[src/rtl/snitch_sb_pkg.sv]
// Shared scoreboard definitions: ID width derivation and protocol-error causes
// for the scoreboard ID pool and its retirement tracker.
package snitch_sb_pkg;

   function automatic int unsigned sb_id_width(input int unsigned depth);
      return (depth > 32'd1) ? $clog2(depth) : 32'd1;
   endfunction

   typedef enum logic [1:0] {
      SbErrNone     = 2'd0,
      SbErrOverflow = 2'd1,
      SbErrUnheld   = 2'd2,
      SbErrDup      = 2'd3
   } sb_err_e;

endpackage

[src/rtl/fifo_v3.sv]
// Synchronous FIFO with occupancy count; pointers wrap modulo DEPTH so any
// depth (including non-powers of two) is supported.
module fifo_v3 #(
   parameter bit          FALL_THROUGH = 1'b0,
   parameter int unsigned DATA_WIDTH   = 32,
   parameter int unsigned DEPTH        = 8,
   parameter int unsigned ADDR_DEPTH   = (DEPTH > 32'd1) ? $clog2(DEPTH) : 32'd1
) (
   input  logic                  clk_i,
   input  logic                  rst_ni,
   input  logic                  flush_i,
   output logic                  full_o,
   output logic                  empty_o,
   output logic [ADDR_DEPTH-1:0] usage_o,
   input  logic [DATA_WIDTH-1:0] data_i,
   input  logic                  push_i,
   output logic [DATA_WIDTH-1:0] data_o,
   input  logic                  pop_i
);

   localparam logic [ADDR_DEPTH:0]   CntFull  = (ADDR_DEPTH+1)'(DEPTH);
   localparam logic [ADDR_DEPTH:0]   CntZero  = {(ADDR_DEPTH+1){1'b0}};
   localparam logic [ADDR_DEPTH-1:0] LastAddr = ADDR_DEPTH'(DEPTH - 32'd1);

   logic [DATA_WIDTH-1:0] mem_r [DEPTH];
   logic [ADDR_DEPTH-1:0] rd_ptr_r, wr_ptr_r, rd_ptr_nxt_s, wr_ptr_nxt_s;
   logic [ADDR_DEPTH:0]   count_r, count_nxt_s;
   logic                  bypass_s, push_ok_s, pop_ok_s, write_s;

   function automatic logic [ADDR_DEPTH-1:0] ptr_inc(input logic [ADDR_DEPTH-1:0] ptr);
      return (ptr == LastAddr) ? {ADDR_DEPTH{1'b0}} : ptr + ADDR_DEPTH'(1);
   endfunction

   assign bypass_s  = FALL_THROUGH && (count_r == CntZero) && push_i;
   assign full_o    = (count_r == CntFull);
   assign empty_o   = (count_r == CntZero) && !bypass_s;
   assign usage_o   = count_r[ADDR_DEPTH-1:0];
   assign data_o    = bypass_s ? data_i : mem_r[rd_ptr_r];
   assign push_ok_s = push_i && !full_o;
   assign pop_ok_s  = pop_i && !empty_o;
   assign write_s   = push_ok_s && !(bypass_s && pop_i);

   // Next-state pointers and count; a bypassed push+pop leaves storage untouched.
   always_comb begin
      rd_ptr_nxt_s = rd_ptr_r;
      wr_ptr_nxt_s = wr_ptr_r;
      count_nxt_s  = count_r;
      if (bypass_s && pop_i) begin
         count_nxt_s = count_r;
      end else begin
         if (push_ok_s) begin
            wr_ptr_nxt_s = ptr_inc(wr_ptr_r);
         end else begin
            wr_ptr_nxt_s = wr_ptr_r;
         end
         if (pop_ok_s) begin
            rd_ptr_nxt_s = ptr_inc(rd_ptr_r);
         end else begin
            rd_ptr_nxt_s = rd_ptr_r;
         end
         case ({push_ok_s, pop_ok_s})
            2'b10:   count_nxt_s = count_r + (ADDR_DEPTH+1)'(1);
            2'b01:   count_nxt_s = count_r - (ADDR_DEPTH+1)'(1);
            default: count_nxt_s = count_r;
         endcase
      end
   end

   // Pointer, count and storage registers.
   always_ff @(posedge clk_i or negedge rst_ni) begin
      if (!rst_ni) begin
         rd_ptr_r <= {ADDR_DEPTH{1'b0}};
         wr_ptr_r <= {ADDR_DEPTH{1'b0}};
         count_r  <= CntZero;
         for (int i = 0; i < DEPTH; i++) mem_r[i] <= {DATA_WIDTH{1'b0}};
      end else if (flush_i) begin
         rd_ptr_r <= {ADDR_DEPTH{1'b0}};
         wr_ptr_r <= {ADDR_DEPTH{1'b0}};
         count_r  <= CntZero;
      end else begin
         rd_ptr_r <= rd_ptr_nxt_s;
         wr_ptr_r <= wr_ptr_nxt_s;
         count_r  <= count_nxt_s;
         if (write_s) mem_r[wr_ptr_r] <= data_i;
      end
   end

endmodule

[src/rtl/snitch_sb_retire.sv]
// In-order retirement tracker: records IDs in issue order, accepts out-of-order
// completions and hands IDs back to the free pool strictly in issue order.
module snitch_sb_retire
   import snitch_sb_pkg::*;
#(
   parameter int unsigned Depth   = 8,
   parameter int unsigned IdWidth = sb_id_width(Depth)
) (
   input  logic               clk_i,
   input  logic               rst_ni,
   input  logic               alloc_valid_i,
   input  logic [IdWidth-1:0] alloc_id_i,
   output logic               alloc_ready_o,
   input  logic               done_valid_i,
   input  logic [IdWidth-1:0] done_id_i,
   output logic               release_valid_o,
   output logic [IdWidth-1:0] release_id_o,
   input  logic               release_ready_i,
   output logic [IdWidth:0]   outstanding_o,
   output logic [Depth-1:0]   pending_o,
   output logic               empty_o,
   output logic               err_o
);

   typedef logic [IdWidth-1:0] sb_id_t;

   logic             fifo_full_s, fifo_empty_s;
   sb_id_t           usage_s, head_id_s;
   logic             push_s, pop_s, done_ok_s;
   logic [Depth-1:0] pending_r, done_r, pending_nxt_s, done_nxt_s;
   sb_err_e          err_cause_s;
   logic             err_r;

   fifo_v3 #(
      .FALL_THROUGH (1'b0),
      .DATA_WIDTH   (IdWidth),
      .DEPTH        (Depth)
   ) i_order_fifo (
      .clk_i   (clk_i),
      .rst_ni  (rst_ni),
      .flush_i (1'b0),
      .full_o  (fifo_full_s),
      .empty_o (fifo_empty_s),
      .usage_o (usage_s),
      .data_i  (alloc_id_i),
      .push_i  (push_s),
      .data_o  (head_id_s),
      .pop_i   (pop_s)
   );

   assign alloc_ready_o   = !fifo_full_s;
   assign push_s          = alloc_valid_i && !fifo_full_s;
   // Release depends only on registered state, giving a fixed done->release latency.
   assign release_valid_o = !fifo_empty_s && done_r[head_id_s];
   assign release_id_o    = fifo_empty_s ? {IdWidth{1'b0}} : head_id_s;
   assign pop_s           = release_valid_o && release_ready_i;
   assign done_ok_s       = done_valid_i && pending_r[done_id_i] && !done_r[done_id_i];
   assign outstanding_o   = fifo_full_s ? (IdWidth+1)'(Depth) : {1'b0, usage_s};
   assign empty_o         = fifo_empty_s;
   assign pending_o       = pending_r;
   assign err_o           = err_r;

   // Classify protocol errors against the registered bitmaps.
   always_comb begin
      err_cause_s = SbErrNone;
      if (alloc_valid_i && fifo_full_s) begin
         err_cause_s = SbErrOverflow;
      end else if (done_valid_i && !pending_r[done_id_i]) begin
         err_cause_s = SbErrUnheld;
      end else if (done_valid_i && done_r[done_id_i]) begin
         err_cause_s = SbErrDup;
      end else begin
         err_cause_s = SbErrNone;
      end
   end

   // Bitmap updates: release clears the head, then alloc/done set their IDs.
   always_comb begin
      pending_nxt_s = pending_r;
      done_nxt_s    = done_r;
      if (pop_s) begin
         pending_nxt_s[head_id_s] = 1'b0;
         done_nxt_s[head_id_s]    = 1'b0;
      end else begin
         pending_nxt_s = pending_r;
      end
      if (push_s) begin
         pending_nxt_s[alloc_id_i] = 1'b1;
      end else begin
         done_nxt_s = done_nxt_s;
      end
      if (done_ok_s) begin
         done_nxt_s[done_id_i] = 1'b1;
      end else begin
         done_nxt_s = done_nxt_s;
      end
   end

   // Bitmap and sticky error registers.
   always_ff @(posedge clk_i or negedge rst_ni) begin
      if (!rst_ni) begin
         pending_r <= {Depth{1'b0}};
         done_r    <= {Depth{1'b0}};
         err_r     <= 1'b0;
      end else begin
         pending_r <= pending_nxt_s;
         done_r    <= done_nxt_s;
         err_r     <= err_r || (err_cause_s != SbErrNone);
      end
   end

endmodule

[config.mk]
export PLATFORM = sky130hd
export DESIGN_NAME = snitch_sb_retire
export DESIGN_NICKNAME = d
export VERILOG_FILES = /design/src/rtl/snitch_sb_pkg.sv /design/src/rtl/fifo_v3.sv /design/src/rtl/snitch_sb_retire.sv
export SDC_FILE = /design/constraint.sdc
export NUM_CORES = 1
export LEC_CHECK = 0
export ABC_AREA = 1
export BUFFER_PORTS_ARGS = -buffer_cell sky130_fd_sc_hd__buf_4
export CAP_MARGIN = 20
export CORE_MARGIN = 2
export CORE_UTILIZATION = 35
export DETAILED_ROUTE_END_ITERATION = 6
export GPL_ROUTABILITY_DRIVEN = 0
export PLACE_DENSITY = 0.49
export SKIP_CTS_REPAIR_TIMING = 1
export SYNTH_ARGS = -nofsm -noshare
export SYNTH_HDL_FRONTEND = slang
export SYNTH_HIERARCHICAL = 1
export SYNTH_SLANG_ARGS = --single-unit
[constraint.sdc]
create_clock -name clk_i -period 5.2 [get_ports clk_i]
set_clock_uncertainty 0.1 [all_clocks]
set_input_delay 1.04 -clock clk_i [delete_from_list [all_inputs] [get_ports clk_i]]
set_output_delay 1.04 -clock clk_i [all_outputs]
set_load 0.05 [all_outputs]
==> flow_summary.yaml, run 1 <==
drt:
  drt_iter0_drc: 125
  wl_per_cell_um: 14.0
  vias: 2616
  dr.pass1.iters: 4
  detail-route-antenna-nets: 0
  wirelength_mm: 7.50
  vias_per_cell: 4.90
  drc_errors: 0
power:
  seqPwrFrac: 0.294
  switching_share: 0.531
  netSwitchingPower_w: 0.00117
  combPwrFrac: 0.575
  internal-power_w: 0.00103
  p_leak_nw: 1.83
  clkPwrFrac: 0.131
  ir_drop_uv: 234
  p_per_area_nw_per_um2: 633
logic_synthesis:
  ys_types: 34
  postSynthCellCount: 400
  synth_area_sq_um: 3110
  syn_avg_cell_area_sq_um: 7.78
  ys_ff_latch: 51
  yosysSeqAreaShare: 0.410
  synth_warnings: 6
timing:
  final_max_slew_viol_count: 0
  grt_setup_unrepaired: "false"
  relSlewSlack: 0.501
  period_needed_ns: 3.92
  tns_ns: 0
  timing.final.crit_share: 0.754
  hold_violations: 0
  finalSetupViolations: 0
  worstMarginPinSlew_ns: 0.745
  maxClockFrequency_mhz: 255
placement:
  dp_hpwl_mm: 5.67
  port_buffers: 29
  dp.cells: 526
worst_setup_path:
  ff2ff_path_depth: 24
  endpoint_kind: "output port"
  start_kind: "register"
  r2r-start: "i_order_fifo/rd_ptr_r[0]$_DFFE_PN0P_"
  critPathKind: "reg2out"
  arrival_ns: 2.78
  worst-r2r-setup-slack_ns: 1.36
  cp.required_ns: 4.06
  path_max_fanout: 14
  worstReg2RegEnd: "i_order_fifo/count_r[3]$_DFFE_PN0P_"
clock_network:
  clkLatencyLatePin_ns: 0.31
  clock_sinks: 51
  cts_buffer_depth: 2
  path_clk_slew_ns: 0.10
  cts_tree: "built"
  cts_buffers: 5
  cts_max_level: 2
  cts_root_buf: "clkbuf_8"
floorplanning:
  start_util: 0.359
  die_x_um: 98.3
  die_y_um: 98.3
  dieArea_sq_um: 9660
  io-pin-count: 30
  rows: 34
  coreArea_sq_um: 8680
job:
  drv_cap: 0
global_routing:
  antenna_found_initial: 0
  overflow: 0
  grt_max_degree: 52
  grt_pass1_vias: 2592
  grt_pass1_wl_mm: 13.2
  grt_util_all_layers: 0.170
cells_and_area:
  drive_gt1_frac: 0.169
  fin_cells: 534
  final_common_cell: "nand2_1"
  area_growth_pct: 11.7
  layout.nets: 443
  n_antenna_cell: 0
  layout_common_cells: "nand2_1, dfrtp_1, inv_1"
hold_path:
  whs_endpoint: "done_r[5]$_DFF_PN0_"
  min-delay-start: "done_r[5]$_DFF_PN0_"
  hold_path.class: "reg2reg"
  min_path_cells: 2
outcome:
  outcome: "completed"
==> cell families (layout without fill, tap and decap cells) <==
family | after synthesis | in the layout | share of synthesized area
adders and majority gates | 7 | 7 | 0.0306
AOI/OAI and AO/OA | 52 | 52 | 0.0957
other | 1 | 3 | 0.00121
muxes | 3 | 3 | 0.00965
xor gates and xnor gates | 1 | 1 | 0.00282
buffers and inverters | 66 | 90 | 0.0993
DFF | 51 | 51 | 0.410
and+or+nand+nor | 219 | 219 | 0.351
==> worst max-delay path: stages (launching register included) <==
cell and delay [ns]:
dfrtp_1 0.55, inv_1 0.31, nor2_1 0.07, o32ai_1 0.28
nand2_1 0.10, nand2_1 0.22, inv_2 0.14, nor2_4 0.12
nand2_2 0.08, nor2_4 0.09, nor2_2 0.06, nand2_4 0.14
nand2_2 0.06, inv_2 0.06, buf_4 0.19
==> sequential cells by signal, summed over array words and instances, names as in the netlist <==
| signal | count |
|---|---|
| i_order_fifo/count_r | 4 |
| err_o | 1 |
| done_r | 8 |
| pending_o | 8 |
| i_order_fifo/mem_r | 24 |
| i_order_fifo/rd_ptr_r | 3 |
| i_order_fifo/wr_ptr_r | 3 |
==> metrics by stage <==
stage                      util  power, W  hold WS, ns  worst slack [ns]  area, sq um
final                     0.401   0.00220        0.386              1.28         3480
after detailed placement  0.388   0.00192        0.364              1.41         3360
after global routing      0.401   0.00239        0.427             0.843         3480
after CTS                 0.401   0.00222        0.388              1.30         3480
after global placement    0.388   0.00191        0.368              1.50         3360
after floorplan               -   0.00164        0.342              1.78         3120
==> how the worst max path moves through the flow <==
stage | slack, ns | to | cells past startpoint | from
floorplan | 1.78 | i_order_fifo/count_r[3]$_DFFE_PN0P_ | 24 | i_order_fifo/rd_ptr_r[0]$_DFFE_PN0P_
global placement | 1.50 | i_order_fifo/count_r[3]$_DFFE_PN0P_ | 24 | i_order_fifo/rd_ptr_r[0]$_DFFE_PN0P_
detailed placement | 1.41 | i_order_fifo/count_r[3]$_DFFE_PN0P_ | 24 | i_order_fifo/rd_ptr_r[0]$_DFFE_PN0P_
CTS | 1.30 | release_valid_o | 14 | i_order_fifo/rd_ptr_r[0]$_DFFE_PN0P_
global route | 0.84 | i_order_fifo/count_r[3]$_DFFE_PN0P_ | 24 | i_order_fifo/rd_ptr_r[0]$_DFFE_PN0P_
finish | 1.28 | release_valid_o | 14 | i_order_fifo/rd_ptr_r[0]$_DFFE_PN0P_
==> synth_stat cells, drive strengths merged <==
library cell  count  area [sq um]
nand2           117           479
buf              10          96.3
o211ai            3          22.5
o32ai             3          26.3
nor3              4          20.0
conb              1          3.75
a21boi            1          18.8
o21ai            37           185
nand3            26           130
clkinv            5          18.8
clkbuf            3          11.3
nand3b            1          7.51
o22ai             4          25.0
inv              48           183
a21oi             4          20.0
xor2              1          8.76
nor2             45           241
dfrtp            51          1280
ha                6          75.1
fa                1          20.0
nand4            26           213
mux2i             3          30.0
==> area by class of cell <==
cell class	instances	area, sq um
Fill cell	961	5200
Multi-Input combinational cell	285	1530
Sequential cell	51	1280
Timing Repair Buffer	29	218
Inverter	53	201
Tap cell	108	135
Clock buffer	6	72.6
Clock inverter	2	38.8
==> power by group through the flow <==
stage / clock [W] / sequential (W) / combinational, W
global route: 0.000314 / 0.000667 / 0.00141
detailed placement: 0 / 0.000655 / 0.00126
floorplan: 0 / 0.000679 / 0.000965
CTS: 0.000301 / 0.000648 / 0.00127
global placement: 0 / 0.000657 / 0.00125
finish: 0.000287 / 0.000647 / 0.00126
==> metal layers <==
layer	vias up	share of wire	GRT usage
li1	1349	-	-
met1	1210	0.51	0.252
met2	46	0.44	0.255
met3	11	0.037	0.0279
met4	0	0.018	0.0506
met5	-	0	0
Power figures use the tool's default switching activity.
==> run 2, diff against run 1 <==
- PLACE_DENSITY: 0.49 -> 0.51
- clock period: 5.2 -> 3.6 ns (I/O delays scaled with it)
==> run 2 against run 1 <==
Against the previous run: register-to-register slack worse by 1.0 ns; highest routed layer unchanged; cell area rose by 1.3%; utilization grew 0.50 points; critical path type is now reg2reg; clock power rose by 44%; worst setup slack worse by 0.92 ns; first-iteration DRC count down 28%; sequential share of layout area down 0.42 points; sequential power rose by 44%; total power increased by 48%; combinational power is 51% higher; count of clock-buffer cells in the layout stayed put; non-clock buffer count grew 4.
==> flow_summary.yaml, run 2 (synthesis results as in run 1) <==
clock_network:
  cts_max_level: 2
  cts_buffer_depth: 2
  cts_root_buf: "clkbuf_8"
  path_clk_slew_ns: 0.10
  clock_sinks: 51
  cts_tree: "built"
  cts_buffers: 5
  clkLatencyLatePin_ns: 0.30
floorplanning:
  coreArea_sq_um: 8680
  die_y_um: 98.3
  die_x_um: 98.3
  io-pin-count: 30
  start_util: 0.359
  dieArea_sq_um: 9660
  rows: 34
power:
  p_leak_nw: 1.85
  p_total_w: 0.00325
  p_per_area_nw_per_um2: 923
  ir_drop_uv: 432
cells_and_area:
  fill_cells: 933
  n_antenna_cell: 0
  layout_common_cells: "nand2_1, dfrtp_1, inv_1"
  drive_gt1_frac: 0.188
  layout.nets: 447
  final_common_cell: "nand2_1"
  final_util: 0.406
  regMostFlops: "i_order_fifo/mem_r"
  largest_reg_flops: 24
  area_growth_pct: 13.1
outcome:
  outcome: "completed"
timing:
  final_max_slew_viol_count: 0
  finalSetupViolations: 0
  relSlewSlack: 0.511
  timing.final.crit_share: 0.900
  hold_violations: 0
  worstMarginPinSlew_ns: 0.731
  tns_ns: 0
  maxClockFrequency_mhz: 309
  period_needed_ns: 3.24
  setup_slack_ns: 0.361
  fin_hold_ws_ns: 0.349
  grt_setup_unrepaired: "false"
drt:
  wirelength_mm: 7.36
  vias: 2621
  drt_iter0_drc: 90
  dr.pass1.iters: 6
  drc_errors: 0
  detail-route-antenna-nets: 0
  vias_per_cell: 4.87
  wl_per_cell_um: 13.7
global_routing:
  grt_max_degree: 52
  grt_pass1_vias: 2463
  overflow: 0
  grt_util_all_layers: 0.159
  antenna_found_initial: 0
  grt_pass1_wl_mm: 12.6
worst_setup_path:
  arrival_ns: 3.34
  endpoint_kind: "register"
  path_cells: "buf_4, nor2_1, o32ai_1, nand2_1, nand2_2, inv_2, nand4_1, nand2_1, nor2_2, nand2_4, nand2_2, inv_2, nand2_1, inv_1, nand2_1, nor2_4, ha_1, a21oi_1, nand3_1, nand2_1, nand3_1, inv_1, nor2_1"
  crit_path_frequent_cell: "nand2_1"
  cp_slowest_cell: "dfrtp_2"
  start_kind: "register"
  max_stage_delay_ns: 0.47
  cp.required_ns: 3.71
  path_max_fanout: 11
  critPathKind: "reg2reg"
placement:
  port_buffers: 29
  place_ws_ns: 0.127
  dp_hpwl_mm: 5.50
job:
  drv_cap: 0
hold_path:
  hold_path.class: "in2async"
run 2: cell types whose count changed in the layout (fill, tap and decap cells not counted), sizes merged:
cell,before,now
buf,29,33
run 2: per-layer routing:
layer | routed length [um] | share of wire | vias up | GRT usage
li1 | - | - | 1360 | -
met1 | 3790 | 0.51 | 1226 | 0.232
met2 | 3300 | 0.45 | 30 | 0.254
met3 | 216 | 0.029 | 5 | 0.0251
met4 | 48 | 0.0065 | 0 | 0.0316
met5 | 0 | 0 | - | 0
run 2: final timing paths:
| path | startpoint | endpoint | slack (ns) | cells past startpoint |
|---|---|---|---|---|
| worst max register to register | i_order_fifo/rd_ptr_r[0]$_DFFE_PN0P_ | i_order_fifo/count_r[3]$_DFFE_PN0P_ | 0.36 | 23 |
| min in group clk_i | done_r[5]$_DFF_PN0_ | done_r[5]$_DFF_PN0_ | 0.39 | 2 |
| worst min-delay path | rst_ni | done_r[4]$_DFF_PN0_ | 0.35 | 1 |
| worst min register to register | done_r[5]$_DFF_PN0_ | done_r[5]$_DFF_PN0_ | 0.39 | 2 |
| max in group asynchronous | rst_ni | i_order_fifo/rd_ptr_r[0]$_DFFE_PN0P_ | 2.56 | 1 |
| worst max-delay path | i_order_fifo/rd_ptr_r[0]$_DFFE_PN0P_ | i_order_fifo/count_r[3]$_DFFE_PN0P_ | 0.36 | 23 |
run 2: stage by stage:
step           cell area [sq um]  instances
2_1_floorplan               3120        402
3_3_place_gp                3390        530
3_5_place_dp                3390        530
4_1_cts                     3510        538
5_1_grt                     3520        538
6_report                    3520        538
run 2: final cells by class:
cell class,count,area (sq um),area share
Clock buffer,6,72.6,0.0206
Inverter,53,201,0.0572
Timing Repair Buffer,33,248,0.0704
Sequential cell,51,1280,0.363
Tap cell,108,135,0.0384
Multi-Input combinational cell,285,1550,0.439
Clock inverter,2,38.8,0.0110
run 2: worst max-delay path, delay by kind of cell, from the launching register on:
family | cells | cell delay, ns
and+or+nand+nor | 15 | 1.31
AOI/OAI and AO/OA | 2 | 0.50
DFF | 1 | 0.47
buffers and inverters | 5 | 0.43
adders and majority gates | 1 | 0.33
run 2: power breakdown:
group	total, W	internal, W	switching, W
Combinational	0.00190	0.000584	0.00132
Sequential	0.000931	0.000753	0.000177
Clock	0.000414	0.000211	0.000203
Total	0.00325	0.00155	0.00170
